--- src/rtl/apb_master_ctrl_param.sv ---
// Parametrised APB4 master: buffers host requests in a FIFO and issues them
// as APB transfers to NUM_SLAVES slaves, with wait states, slave errors,
// address-decode errors and an optional access timeout.
module apb_master_ctrl_param #(
  parameter int unsigned ADDR_W      = 32,
  parameter int unsigned DATA_W      = 32,
  parameter int unsigned NUM_SLAVES  = 4,
  parameter int unsigned SLV_LSB     = 12,
  parameter int unsigned DEPTH       = 4,
  parameter int unsigned TIMEOUT_CYC = 16
) (
  input  logic                    Hclk,
  input  logic                    Hreset,
  input  logic                    req_valid,
  output logic                    req_ready,
  input  logic                    req_write,
  input  logic [ADDR_W-1:0]       req_addr,
  input  logic [DATA_W-1:0]       req_wdata,
  input  logic [DATA_W/8-1:0]     req_strb,
  output logic                    rsp_valid,
  output logic [DATA_W-1:0]       rsp_rdata,
  output logic                    rsp_err,
  output logic                    busy,
  output logic [NUM_SLAVES-1:0]   Psel,
  output logic                    Penable,
  output logic                    Pwrite,
  output logic [ADDR_W-1:0]       Paddr,
  output logic [DATA_W-1:0]       Pwdata,
  output logic [DATA_W/8-1:0]     Pstrb,
  input  logic                    Pready,
  input  logic [DATA_W-1:0]       Prdata,
  input  logic                    Pslverr
);

  localparam int unsigned STRB_W  = DATA_W / 8;
  localparam int unsigned SEL_W   = (NUM_SLAVES > 1) ? $clog2(NUM_SLAVES) : 1;
  localparam int unsigned PTR_W   = $clog2(DEPTH);
  localparam int unsigned CNT_W   = $clog2(DEPTH + 1);
  localparam int unsigned TO_W    = (TIMEOUT_CYC > 0) ? $clog2(TIMEOUT_CYC + 1) : 1;
  localparam int unsigned TO_LAST = (TIMEOUT_CYC > 0) ? TIMEOUT_CYC - 1 : 0;

  typedef enum logic [1:0] {S_IDLE, S_SETUP, S_ACCESS, S_ERR} state_t;

  state_t state, state_nxt;

  logic [ADDR_W-1:0] f_addr  [DEPTH];
  logic [DATA_W-1:0] f_wdata [DEPTH];
  logic [STRB_W-1:0] f_strb  [DEPTH];
  logic              f_write [DEPTH];

  logic [PTR_W-1:0] wptr, rptr;
  logic [CNT_W-1:0] count, count_nxt;
  logic             push, pop, empty;

  logic [ADDR_W-1:0]     head_addr;
  logic [SEL_W-1:0]      head_idx;
  logic                  head_bad;
  logic [NUM_SLAVES-1:0] head_onehot;

  logic [TO_W-1:0] tcnt;
  logic            timeout_hit, done;

  logic [NUM_SLAVES-1:0] psel_d;
  logic                  penable_d, pwrite_d, rsp_valid_d, rsp_err_d;
  logic [ADDR_W-1:0]     paddr_d;
  logic [DATA_W-1:0]     pwdata_d, rsp_rdata_d;
  logic [STRB_W-1:0]     pstrb_d;

  assign push        = req_valid && req_ready;
  assign empty       = (count == '0);
  assign head_addr   = f_addr[rptr];
  assign head_idx    = head_addr[SLV_LSB +: SEL_W];
  assign head_bad    = (32'(head_idx) >= NUM_SLAVES);
  assign head_onehot = NUM_SLAVES'(1) << head_idx;
  assign timeout_hit = (TIMEOUT_CYC != 0) && !Pready && (tcnt == TO_W'(TO_LAST));

  // FIFO storage; contents need no reset since pointers gate visibility
  always_ff @(posedge Hclk) begin
    if (push) begin
      f_addr[wptr]  <= req_addr;
      f_wdata[wptr] <= req_wdata;
      f_strb[wptr]  <= req_strb;
      f_write[wptr] <= req_write;
    end
  end

  // FIFO occupancy after this edge's push/pop
  always_comb begin
    count_nxt = count;
    case ({push, pop})
      2'b10:   count_nxt = count + CNT_W'(1);
      2'b01:   count_nxt = count - CNT_W'(1);
      default: count_nxt = count;
    endcase
  end

  // FIFO pointers, occupancy and registered ready
  always_ff @(posedge Hclk) begin
    if (Hreset) begin
      wptr      <= '0;
      rptr      <= '0;
      count     <= '0;
      req_ready <= 1'b0;
    end else begin
      if (push) wptr <= wptr + PTR_W'(1);
      if (pop)  rptr <= rptr + PTR_W'(1);
      count     <= count_nxt;
      req_ready <= (count_nxt != CNT_W'(DEPTH));
    end
  end

  // State register
  always_ff @(posedge Hclk) begin
    if (Hreset) state <= S_IDLE;
    else        state <= state_nxt;
  end

  // Next state and FIFO pop; a finishing transfer chains straight into the next entry
  always_comb begin
    state_nxt = state;
    pop       = 1'b0;
    done      = 1'b0;
    case (state)
      S_IDLE:   done = 1'b0;
      S_SETUP:  state_nxt = S_ACCESS;
      S_ACCESS: done = Pready || timeout_hit;
      S_ERR:    done = 1'b1;
      default:  state_nxt = S_IDLE;
    endcase
    if (state == S_IDLE || done) begin
      if (!empty) begin
        pop       = 1'b1;
        state_nxt = head_bad ? S_ERR : S_SETUP;
      end else begin
        state_nxt = S_IDLE;
      end
    end
  end

  // Next values of the registered APB and response outputs
  always_comb begin
    psel_d      = '0;
    penable_d   = 1'b0;
    rsp_valid_d = 1'b0;
    rsp_err_d   = 1'b0;
    rsp_rdata_d = '0;
    paddr_d     = Paddr;
    pwrite_d    = Pwrite;
    pwdata_d    = Pwdata;
    pstrb_d     = Pstrb;
    if (pop && !head_bad) begin
      paddr_d  = head_addr;
      pwrite_d = f_write[rptr];
      pstrb_d  = f_write[rptr] ? f_strb[rptr] : '0;
      if (f_write[rptr]) pwdata_d = f_wdata[rptr];
    end
    case (state_nxt)
      S_SETUP:  psel_d = head_onehot;
      S_ACCESS: begin
        psel_d    = Psel;
        penable_d = 1'b1;
      end
      default:  psel_d = '0;
    endcase
    if (state == S_ACCESS && done) begin
      rsp_valid_d = 1'b1;
      if (Pready) begin
        rsp_err_d   = Pslverr;
        rsp_rdata_d = Pwrite ? '0 : Prdata;
      end else begin
        rsp_err_d = 1'b1;
      end
    end
    if (state == S_ERR) begin
      rsp_valid_d = 1'b1;
      rsp_err_d   = 1'b1;
    end
  end

  // Output registers
  always_ff @(posedge Hclk) begin
    if (Hreset) begin
      Psel      <= '0;
      Penable   <= 1'b0;
      Pwrite    <= 1'b0;
      Paddr     <= '0;
      Pwdata    <= '0;
      Pstrb     <= '0;
      rsp_valid <= 1'b0;
      rsp_err   <= 1'b0;
      rsp_rdata <= '0;
      busy      <= 1'b0;
    end else begin
      Psel      <= psel_d;
      Penable   <= penable_d;
      Pwrite    <= pwrite_d;
      Paddr     <= paddr_d;
      Pwdata    <= pwdata_d;
      Pstrb     <= pstrb_d;
      rsp_valid <= rsp_valid_d;
      rsp_err   <= rsp_err_d;
      rsp_rdata <= rsp_rdata_d;
      busy      <= (count_nxt != '0) || (state_nxt != S_IDLE);
    end
  end

  // Consecutive wait-state counter, cleared whenever a new entry is popped
  always_ff @(posedge Hclk) begin
    if (Hreset)                                         tcnt <= '0;
    else if (pop)                                       tcnt <= '0;
    else if (state == S_ACCESS && !Pready && TIMEOUT_CYC != 0) tcnt <= tcnt + TO_W'(1);
  end

endmodule
--- config.mk ---
export PLATFORM = sky130hd
export DESIGN_NAME = apb_master_ctrl_param
export DESIGN_NICKNAME = d
export VERILOG_FILES = /design/src/rtl/apb_master_ctrl_param.sv
export SDC_FILE = /design/constraint.sdc
export NUM_CORES = 1
export LEC_CHECK = 0
export CORE_MARGIN = 2
export CORE_UTILIZATION = 48
export DETAILED_ROUTE_END_ITERATION = 8
export GPL_TIMING_DRIVEN = 1
export HOLD_SLACK_MARGIN = 0.08
export MAX_ROUTING_LAYER = met4
export PLACE_DENSITY = 0.75
export SYNTH_ARGS = -nofsm -noshare
export SYNTH_HDL_FRONTEND = slang
export SYNTH_SLANG_ARGS = --single-unit
--- constraint.sdc ---
create_clock -name Hclk -period 2.83 [get_ports Hclk]
set_input_delay 0.566 -clock Hclk [delete_from_list [all_inputs] [get_ports Hclk]]
set_output_delay 0.566 -clock Hclk [all_outputs]
set_load 0.03 [all_outputs]
# Yosys cells after proc, flatten, opt, wreduce, memory -nomap -nowiden
# Memory sizes are Yosys's and may differ from the RTL's. A register that Yosys moved wholly into a read port is not among the register bits.
# Cells that the tools add are included.
[totals]
regBits = 92
ramBits = 276
input_bits = 106
output_inout_bits = 110
word_cells = 74
n_memories = 4
[memory_table]
columns = ["memory", "words", "width", "read_ports", "rd_clocked_by_memory_dff", "wr", "line", "rtl"]
rows = [
  ["f_addr", 4, 32, 1, 1, 1, "46", "logic [ADDR_W-1:0] f_addr [DEPTH];"],
  ["f_wdata", 4, 32, 1, 1, 1, "47", "logic [DATA_W-1:0] f_wdata [DEPTH];"],
  ["f_strb", 4, 4, 1, 1, 1, "48", "logic [STRB_W-1:0] f_strb [DEPTH];"],
  ["f_write", 4, 1, 1, 1, 1, "49", "logic f_write [DEPTH];"],
]
[classes]
add_sub_neg = 5
n_eq_ne = 9
shifts = 1
n_mux = 23
bitwise_logic = 2
n_reduce_logical = 15
[op_table]
columns = ["cell", "count"]
rows = [
  ["2-bit two-way mux", 8],
  ["1-bit two-way mux", 11],
  ["2-bit == test (second input constant)", 4],
  ["4-bit case mux with 2 select lines", 1],
  ["2-bit by 1-bit == test with 1-bit output (second input constant)", 3],
  ["3-bit case mux with 2 select lines", 1],
  ["5-bit by 1-bit adder with 5-bit output (second input constant)", 1],
  ["5-bit by 4-bit == test with 1-bit output (second input constant)", 1],
  ["2-bit by 1-bit adder with 2-bit output (second input constant)", 2],
  ["1-bit logical AND", 4],
  ["4-bit two-way mux", 1],
  ["4-bit OR reduction", 1],
  ["1-bit by 2-bit << shifter with 4-bit output (first input constant)", 1],
  ["3-bit by 1-bit adder with 3-bit output (second input constant)", 1],
  ["3-bit zero test", 1],
  ["1-bit logical OR", 3],
  ["3-bit != test (second input constant)", 1],
  ["3-bit nonzero test", 1],
  ["3-bit by 1-bit subtractor with 3-bit output (second input constant)", 1],
  ["2-bit zero test", 1],
  ["1-bit inverter", 2],
  ["1-bit case mux with 2 select lines", 1],
  ["2-bit AND reduction", 1],
  ["2-bit nonzero test", 1],
  ["other kinds (2)", 2],
]

# Depth between registers and ports, before layout
# Gate-level depths: netlist of run 1.
[depth]
ltp_word = 10
mapped_depth = 14
depth_no_buf = 13

# Worst setup path before layout of run 1
# No wires, ideal clock.
[synth_path]
kind = "reg2reg"
start = "reg tcnt[0]"
end = "reg req_ready"
setup_time_ns = 0.070
t_arrival_ns = 2.904
required_ns = 2.760
path_slack_ns = -0.145
path_stages_with_launch = 14
path_buffers = 1
period_less_slack_ns = 2.975
cell_sequence = "dfxtp_1 ha_1 and3_1 ha_1 or4b_4 nand3_2 inv_2 buf_2 ha_1 inv_1 fa_1 nor2b_1 mux2_2 a21oi_1"
[synth_between]
elab_chain_len = 9
word_cells_on_any_way = 10
cone_classes = "eq/ne: 4; mux: 3; reduce/logical: 3"
[synth_lines]
columns = ["item", "line", "rtl"]
rows = [
  ["start, declared", "60", "logic [TO_W-1:0] tcnt;"],
  ["start signal, assigned", "211", "else if (state == S_ACCESS && !Pready && TIMEOUT_CYC != 0) tcnt <= tcnt + TO_W'(1);"],
  ["5-bit by 4-bit == test with 1-bit output (*)", "75", "assign timeout_hit = (TIMEOUT_CYC != 0) && !Pready && (tcnt == TO_W'(TO_LAST));"],
  ["1-bit logical AND (*)", "75", ""],
  ["1-bit logical OR (*)", "126", "S_ACCESS: done = Pready || timeout_hit;"],
  ["1-bit case mux with 2 select lines (*)", "123", "case (state)"],
  ["1-bit logical OR (*)", "130", "if (state == S_IDLE || done) begin"],
  ["1-bit two-way mux (*)", "130", ""],
  ["net pop", "53", "logic push, pop, empty;"],
  ["2-bit by 1-bit == test with 1-bit output / 2-bit == test (equally long branches)", "90", "case ({push, pop})"],
  ["3-bit case mux with 2 select lines (*)", "90", ""],
  ["3-bit != test (*)", "108", "req_ready <= (count_nxt != CNT_W'(DEPTH));"],
  ["end signal, assigned", "108", ""],
  ["end, declared", "15", "output logic req_ready,"],
]
# The timed path passes the listed nets; every way through them passes the cells marked *.
# A chain may end at the register's enable or synchronous reset.

# Final worst setup path of run 1
[layout_path]
start = "reg tcnt[0]"
end = "reg req_ready"
[layout_between]
elab_chain_len = 9
word_cells_on_any_way = 10
cone_classes = "eq/ne: 4; mux: 3; reduce/logical: 3"
[layout_lines]
columns = ["item", "line"]
rows = [
  ["5-bit by 4-bit == test with 1-bit output (*)", "75"],
  ["1-bit logical AND (*)", "75"],
  ["1-bit logical OR (*)", "126"],
  ["1-bit case mux with 2 select lines (*)", "123"],
  ["1-bit logical OR (*)", "130"],
  ["1-bit two-way mux (*)", "130"],
  ["2-bit by 1-bit == test with 1-bit output / 2-bit == test (equally long branches)", "90"],
  ["3-bit case mux with 2 select lines (*)", "90"],
  ["3-bit != test (*)", "108"],
]
# Every way passes the cells marked *; elsewhere a longest branch is shown, timed or not.

==> results.md, run 1 <==
* Vias after detailed routing at 7896
* Commonest cells after routing, fill and taps aside: 276 x edfxtp_1, 214 x clkdlybuf4s50_1, 139 x nand2_1, 121 x dfxtp_1, 71 x a21oi_1
* Die ar. at 0.03115 mm2
* Required @ worst endpoint at 3290 ps
* Async set or reset register ratio after synthesis at 0%
* Input/output buffers at between 200 and 250
* Max-Cap Viols at 0
* Status: finished clean
* Clock H-tree levels at 2
* Critical path class: flip-flop to flip-flop
* Critical path capture point type: flip-flop
* Placed Instances at 1432
* Vias in the first global route at 7950
* Cell leakage power at 6.096 nW
* Fin crit period at 2765 ps
* Final Cycle Share at approximately 98%
* Post-Syn Nets at 960
* Worst-path clk slew at 60 ps
* Post-synthesis cell type count at 38
* RR Endpoint: req_ready$_SDFF_PP0_
* CTS Buffer Depth at 3
* Crit start category: flip-flop
* Total power at 17.67 mW
* Row count at 63
* Total wire length at roughly 30000 um
* Fin. Hold Viols at 0
* Peak VDD IR at 770.2 uV
* Sequential share of the synthesized area at 75.68%
* Worst Hold Class: input port to flip-flop
* Final critical-path setup slack at about 65 ps
* Max Freq at approximately 360 MHz
* # diodes at 0
* Layout cell share with drive strength beyond 1 at 15.86%
* Detailed-route wire length per cell at approximately 20 um
* Worst Hold Path Cells at 2
* Skew-Pair Late Insertion Delay at approximately 530 ps
* Clock skew at 15.19 ps
* Avg Vias per Cell at 5.222
* Reg-to-reg slack, setup at 70 ps
* CTS tree: done
* Residual DRC at 0
* Final Non-Filler Cells at 1512
* Starting Density at 48.45%
* CORE AREA at 0.02948 mm2
* Hold bufs inserted after CTS at 0
* Critical-path cell list: ha_2, and3_1, ha_2, or4b_4, nand3_4, inv_4, ha_4, inv_2, fa_1, nor2b_4, mux2_2, a21oi_2
* Most common cell after layout, fill and taps aside: edfxtp_1
* Setup TNS at 0 ps
* Utilization after layout at 62.28%
* Final setup viols at 0
* Critical path's slowest cell: or4b_4
* Headroom to the max-slew limit at 36.63%
* Worst hold slack at between 400 and 500 ps
* DR iter-0 viols at 463
* First-pass GRT wire length at 44660 um
* Synth Instances at 846
* # nets final at 1202
* Power density cells at between 900 and 1000 mW/mm2
* Post-DP HPWL at 17860 um
* Top cell by count, worst path: ha_2
* Critical R2R Launch: tcnt[0]$_SDFFE_PP0P_
* Setup WS pre-CTS at -86.55 ps
* Number of top-level pins at between 200 and 250
* Dpl cell area at 0.01699 mm2
* Number of synthesized flops with an enable pin at ~280
* Crit path DAT at 3220 ps
* Yosys reg bits at approximately 400
* Post-Syn Area at approximately 0.014 mm2
* Largest net degree at the start of global routing at between 40 and 50
* Min-delay src: Hreset
* CP Max Fanout at 3
* Max Slew Vio Count at 0
* Die width at 176.5 um
* Syn Area/Cell at 16.88 um2
* Clk sinks at 402
* Antenna-violating nets left at 0
* GPL Wtd Cong at 0.7456
* Number of buffers created by CTS at 42
* Initial antenna violation count at 0
* Top_reg_cell synth: edfxtp_1
* Yosys warns at 0
* Path depth of the worst reg2reg path at 12
* Chip Height at 176.5 um
* Final Instance Area at around 0.018 mm2
* Grt ovf at 0
* Drt first pass iters at 5
* CTS root buffer: clkbuf_16
* Slowest stage delay, CP at 540 ps
* Worst slew pin tran at 950.5 ps
* GR Util All Layers at roughly a fifth
* Synth-to-layout area growth at 28.55%
flip-flops by register name, indices dropped and copies added (netlist names), named ones only:
name       flops
busy           1
rsp_err        1
Pwrite         1
Psel           4
f_strb        16
rsp_rdata     32
Penable        1
req_ready      1
f_write        4
state          2
Pwdata        32
wptr           2
f_addr       128
f_wdata      128
count          3
Paddr         32
rptr           2
Pstrb          4
tcnt           5
rsp_valid      1
critical path: cells and delay by family (launching register included):
family                     cells  cell delay [ps]
AOI/OAI and AO/OA              1              120
and+or+nand+nor                4              950
muxes                          1              260
adders and majority gates      4              930
buffers and inverters          2               90
DFF                            1              330
kinds of logic (layout without fill, tap and decap cells):
kind of cell / count (synthesis) / after routing / synth area share (%)
buf+inv: 54 / 330 / 1.988
simple gates: 224 / 224 / 7.130
xor+xnor: 9 / 9 / 0.5519
mux: 71 / 71 / 11.03
flops: 402 / 402 / 75.68
compound gates: 78 / 78 / 2.865
fa+ha+maj: 8 / 8 / 0.7533
cells in the mapped netlist (all sizes together), types with 2 or more instances:
| library cell | instances | area, um2 |
|---|---|---|
| a21oi | 73 | 369.1 |
| and2 | 32 | 200.2 |
| and3 | 5 | 31.28 |
| buf | 21 | 158.9 |
| clkbuf | 25 | 95.09 |
| dfxtp | 126 | 2522 |
| edfxtp | 276 | 8288 |
| ha | 7 | 87.58 |
| inv | 8 | 30.03 |
| mux4 | 69 | 1554 |
| nand2 | 139 | 521.8 |
| nand2b | 2 | 12.51 |
| nand3 | 7 | 40.04 |
| nand4 | 4 | 25.02 |
| nor2 | 17 | 63.81 |
| nor2b | 4 | 25.02 |
| nor3 | 8 | 40.04 |
| nor4b | 2 | 17.52 |
| xnor2 | 3 | 26.28 |
| xor2 | 6 | 52.55 |
power breakdown:
part	internal [mW]	switching, mW	total [mW]
registers	7.05	0.466	7.52
logic	2.11	2.82	4.93
clock network	3.10	2.13	5.23
routing by layer:
| metal | GRT usage [%] | up-vias | share of wire [%] | wire [um] |
|---|---|---|---|---|
| li1 | - | 3649 | - | - |
| met5 | - | - | 0 | 0 |
| met3 | 3.661 | 51 | 5.7 | 1684 |
| met1 | 24.99 | 3939 | 42 | 12480 |
| met2 | 31.58 | 257 | 50 | 14670 |
| met4 | 5.579 | 0 | 2.2 | 663 |
worst max-delay path by stage:
stage	startpoint	endpoint	slack (ps)	cells past startpoint
2_1_floorplan	tcnt[0]$_SDFFE_PP0P_	req_ready$_SDFF_PP0_	9	13
3_3_place_gp	Pready	req_ready$_SDFF_PP0_	-40	10
3_5_place_dp	Pready	req_ready$_SDFF_PP0_	-90	10
4_1_cts	tcnt[0]$_SDFFE_PP0P_	req_ready$_SDFF_PP0_	70	12
5_1_grt	tcnt[1]$_SDFFE_PP0P_	req_ready$_SDFF_PP0_	-30	12
6_report	tcnt[0]$_SDFFE_PP0P_	req_ready$_SDFF_PP0_	70	12
layout make-up:
type                    count  area, um2
fillers                  2134      11120
flip-flops and latches    402      10820
multi-input cells         390       3252
repair buffers            244       2442
clock buffers              65       1192
well taps                 390      488.0
clock inverters            13      137.6
inverters                   8      32.53
timing repair:
item | in CTS | in global routing
setup buffers | 0 | 2
endpoints found under the setup margin | 0 | 1
resized for setup | 0 | 6
Note: power is estimated with default switching activity, not from simulation.
==> run 2: changes to the inputs <==
Settings changed: CELL_PAD_IN_SITES_DETAIL_PLACEMENT set to 1, CELL_PAD_IN_SITES_GLOBAL_PLACEMENT set to 2, CORE_UTILIZATION 48 to 35, PLACE_DENSITY 0.75 to unset, PLACE_DENSITY_LB_ADDON set to 0.1.
==> results.md, run 2 (synthesized netlist as in run 1, its figures left out) <==
* Status: finished clean
* Starting Density at 35.22% (-13 points)
* Max Freq at 363.7 MHz (+0.55%)
* Headroom to the max-slew limit at 60.32% (+24 points)
* M3 GR Usage at 4.557% (+0.90 points)
* Max-Cap Viols at 0 (unchanged)
* Residual DRC at 0 (unchanged)
* Commonest cells after routing, fill and taps aside: 276 x edfxtp_1, 214 x clkdlybuf4s50_1, 139 x nand2_1, 120 x dfxtp_1, 71 x a21oi_1
* Top Usage Layer GRT: met2
* Peak VDD IR at 726.1 uV (-5.7%)
* Power density cells at 965.1 mW/mm2 (+0.29%)
* Required @ worst endpoint at 3320 ps (+30 ps)
* CP Max Fanout at 3 (unchanged)
* Fin crit period at 2750 ps (-15.05 ps)
* Cell leakage power at 6.121 nW (+0.41%)
* Crit path buffers/inverters at 2 (unchanged)
* GPL Wtd Cong at 0.6874 (-7.8%)
* Grt ovf at 0 (unchanged)
* Crit path DAT at 3240 ps (+20 ps)
* Clock H-tree levels at 2 (unchanged)
* Largest net degree at the start of global routing at 92 (+110%)
* Clk sinks at 402 (unchanged)
* Skew-Pair Late Insertion Delay at 550 ps (+20 ps)
* Critical path's slowest cell: or4b_4
* Row count at 74 (+17%)
* Number of top-level pins at 216 (unchanged)
* Fin. Hold Viols at 0 (unchanged)
* Largest registers: f_addr: 128 flops, f_wdata: 128 flops
* Antenna-violating nets left at 0 (unchanged)
* Placed Instances at 1575 (+10%)
* Vias in the first global route at 8199 (+3.1%)
* Slowest stage delay, CP at 550 ps (about the same)
* Chip Height at 206.0 um (+17%)
* # nets final at 1204 (+0.17%)
* GR Util All Layers at 16.51% (-2.8 points)
* Crit start category: flip-flop
* Layout cell share with drive strength beyond 1 at 16.25% (+0.39 points)
* Hold bufs inserted after CTS at 0 (unchanged)
* Final setup viols at 0 (unchanged)
* Met1 usage at 21.26% (-3.7 points)
* Number of buffers created by CTS at 44 (+4.8%)
* Initial antenna violation count at 3 (+3)
* Total wire length at 33400 um (+13%)
* Post-DP HPWL at 19620 um (+9.9%)
* Final Non-Filler Cells at 1656 (+9.5%)
* First-pass GRT wire length at 50470 um (+13%)
* CTS Buffer Depth at 3 (unchanged)
* CTS root buffer: clkbuf_16
* Clock skew at 14.17 ps (-1.018 ps)
* Most common cell after layout, fill and taps aside: edfxtp_1
* Die ar. at 0.04244 mm2 (+36%)
* Vias after detailed routing at 7899 (+0.038%)
* Worst Hold Class: input port to flip-flop
* Input/output buffers at 215 (unchanged)
* Critical path class: flip-flop to flip-flop
* Detailed-route wire length per cell at 20.17 um (+3.4%)
* DR iter-0 viols at 382 (-17%)
* CTS tree: done
* Max Slew Vio Count at 0 (unchanged)
* CORE AREA at 0.04055 mm2 (+38%)
* Top cell by count, worst path: ha_4
* Top delay family on crit path: simple AND/OR/NAND/NOR gates
* Utilization after layout at 45.93% (-16 points)
* Worst-path clk slew at 60 ps (about the same)
* Final Cycle Share at 97.16% (-0.53 points)
* Total power at 17.98 mW (+1.7%)
* Die width at 206.0 um (+17%)
* Drt first pass iters at 4 (-1)
* M2 GR Usage at 25.79% (-5.8 points)
* Critical-path cell list: ha_4, and3_1, ha_2, or4b_4, nand3_4, inv_4, ha_4, inv_2, fa_1, nor2b_4, mux2_2, a21oi_2
* Avg Vias per Cell at 4.770 (-8.7%)
* Critical path capture point type: flip-flop
* Synth-to-layout area growth at 30.40%
* Worst slew pin tran at 595.2 ps (-355.4 ps)
-- run 2: area by class of cell --
type                            instances  area, um2
Antenna cell                            4      10.01
Clock buffer                           66       1265
Clock inverter                         10      103.9
Fill cell                            3963      21930
Inverter                                8      32.53
Multi-Input combinational cell        390       3262
Sequential cell                       402      10820
Tap cell                              532      665.6
Timing Repair Buffer                  244       2467
-- run 2: metrics by stage --
| stage | area (um2) | hold slack (ps) | setup TNS, ps | setup slack (ps) |
|---|---|---|---|---|
| 6_report | 18630 | 388.4 | 0 | 80.44 |
| 4_1_cts | 18570 | 349.5 | 0 | 62.51 |
| 5_1_grt | 18620 | 403.2 | -10.35 | -10.35 |
| 2_1_floorplan | 14310 | 469.2 | 0 | 8.632 |
| 3_3_place_gp | 17200 | 442.3 | -68.50 | -68.50 |
| 3_5_place_dp | 17200 | 446.1 | -73.90 | -73.90 |
-- run 2: worst paths after layout --
check | start | endpoint | slack (ps) | cells after the start
worst max-delay path | tcnt[0]$_SDFFE_PP0P_ | req_ready$_SDFF_PP0_ | 80 | 12
worst min register to register | Paddr[3]$_SDFFE_PP0P_ | Paddr[3]$_SDFFE_PP0P_ | 450 | 2
worst max register to register | tcnt[0]$_SDFFE_PP0P_ | req_ready$_SDFF_PP0_ | 80 | 12
worst min-delay path | Hreset | rsp_valid$_SDFF_PP0_ | 390 | 3
-- run 2: power by group --
part	leakage [nW]	total, mW	internal (mW)	switching [mW]
Sequential	3.53	7.54	7.05	0.485
Clock	0.665	5.49	3.25	2.23
Combinational	1.92	4.95	2.12	2.84
Total	6.12	18.0	12.4	5.56
-- run 2: layer usage --
layer,routed length (um),vias up,share of wire (%)
li1,-,3650,-
met1,14680,3996,44
met2,15750,199,47
met3,2247,54,6.7
met4,722,0,2.2
met5,0,-,0
-- run 2: tightest hold or removal path: stages --
cell and delay (ps):
buf_4 110, nand2b_1 160, nor2_1 60
-- run 2: timing repair --
item                       4_1_cts  5_1_grt
hold endpoints to repair         0        0
setup endpoints to repair        0        1
resized for setup                0        9
setup buffers                    0        1
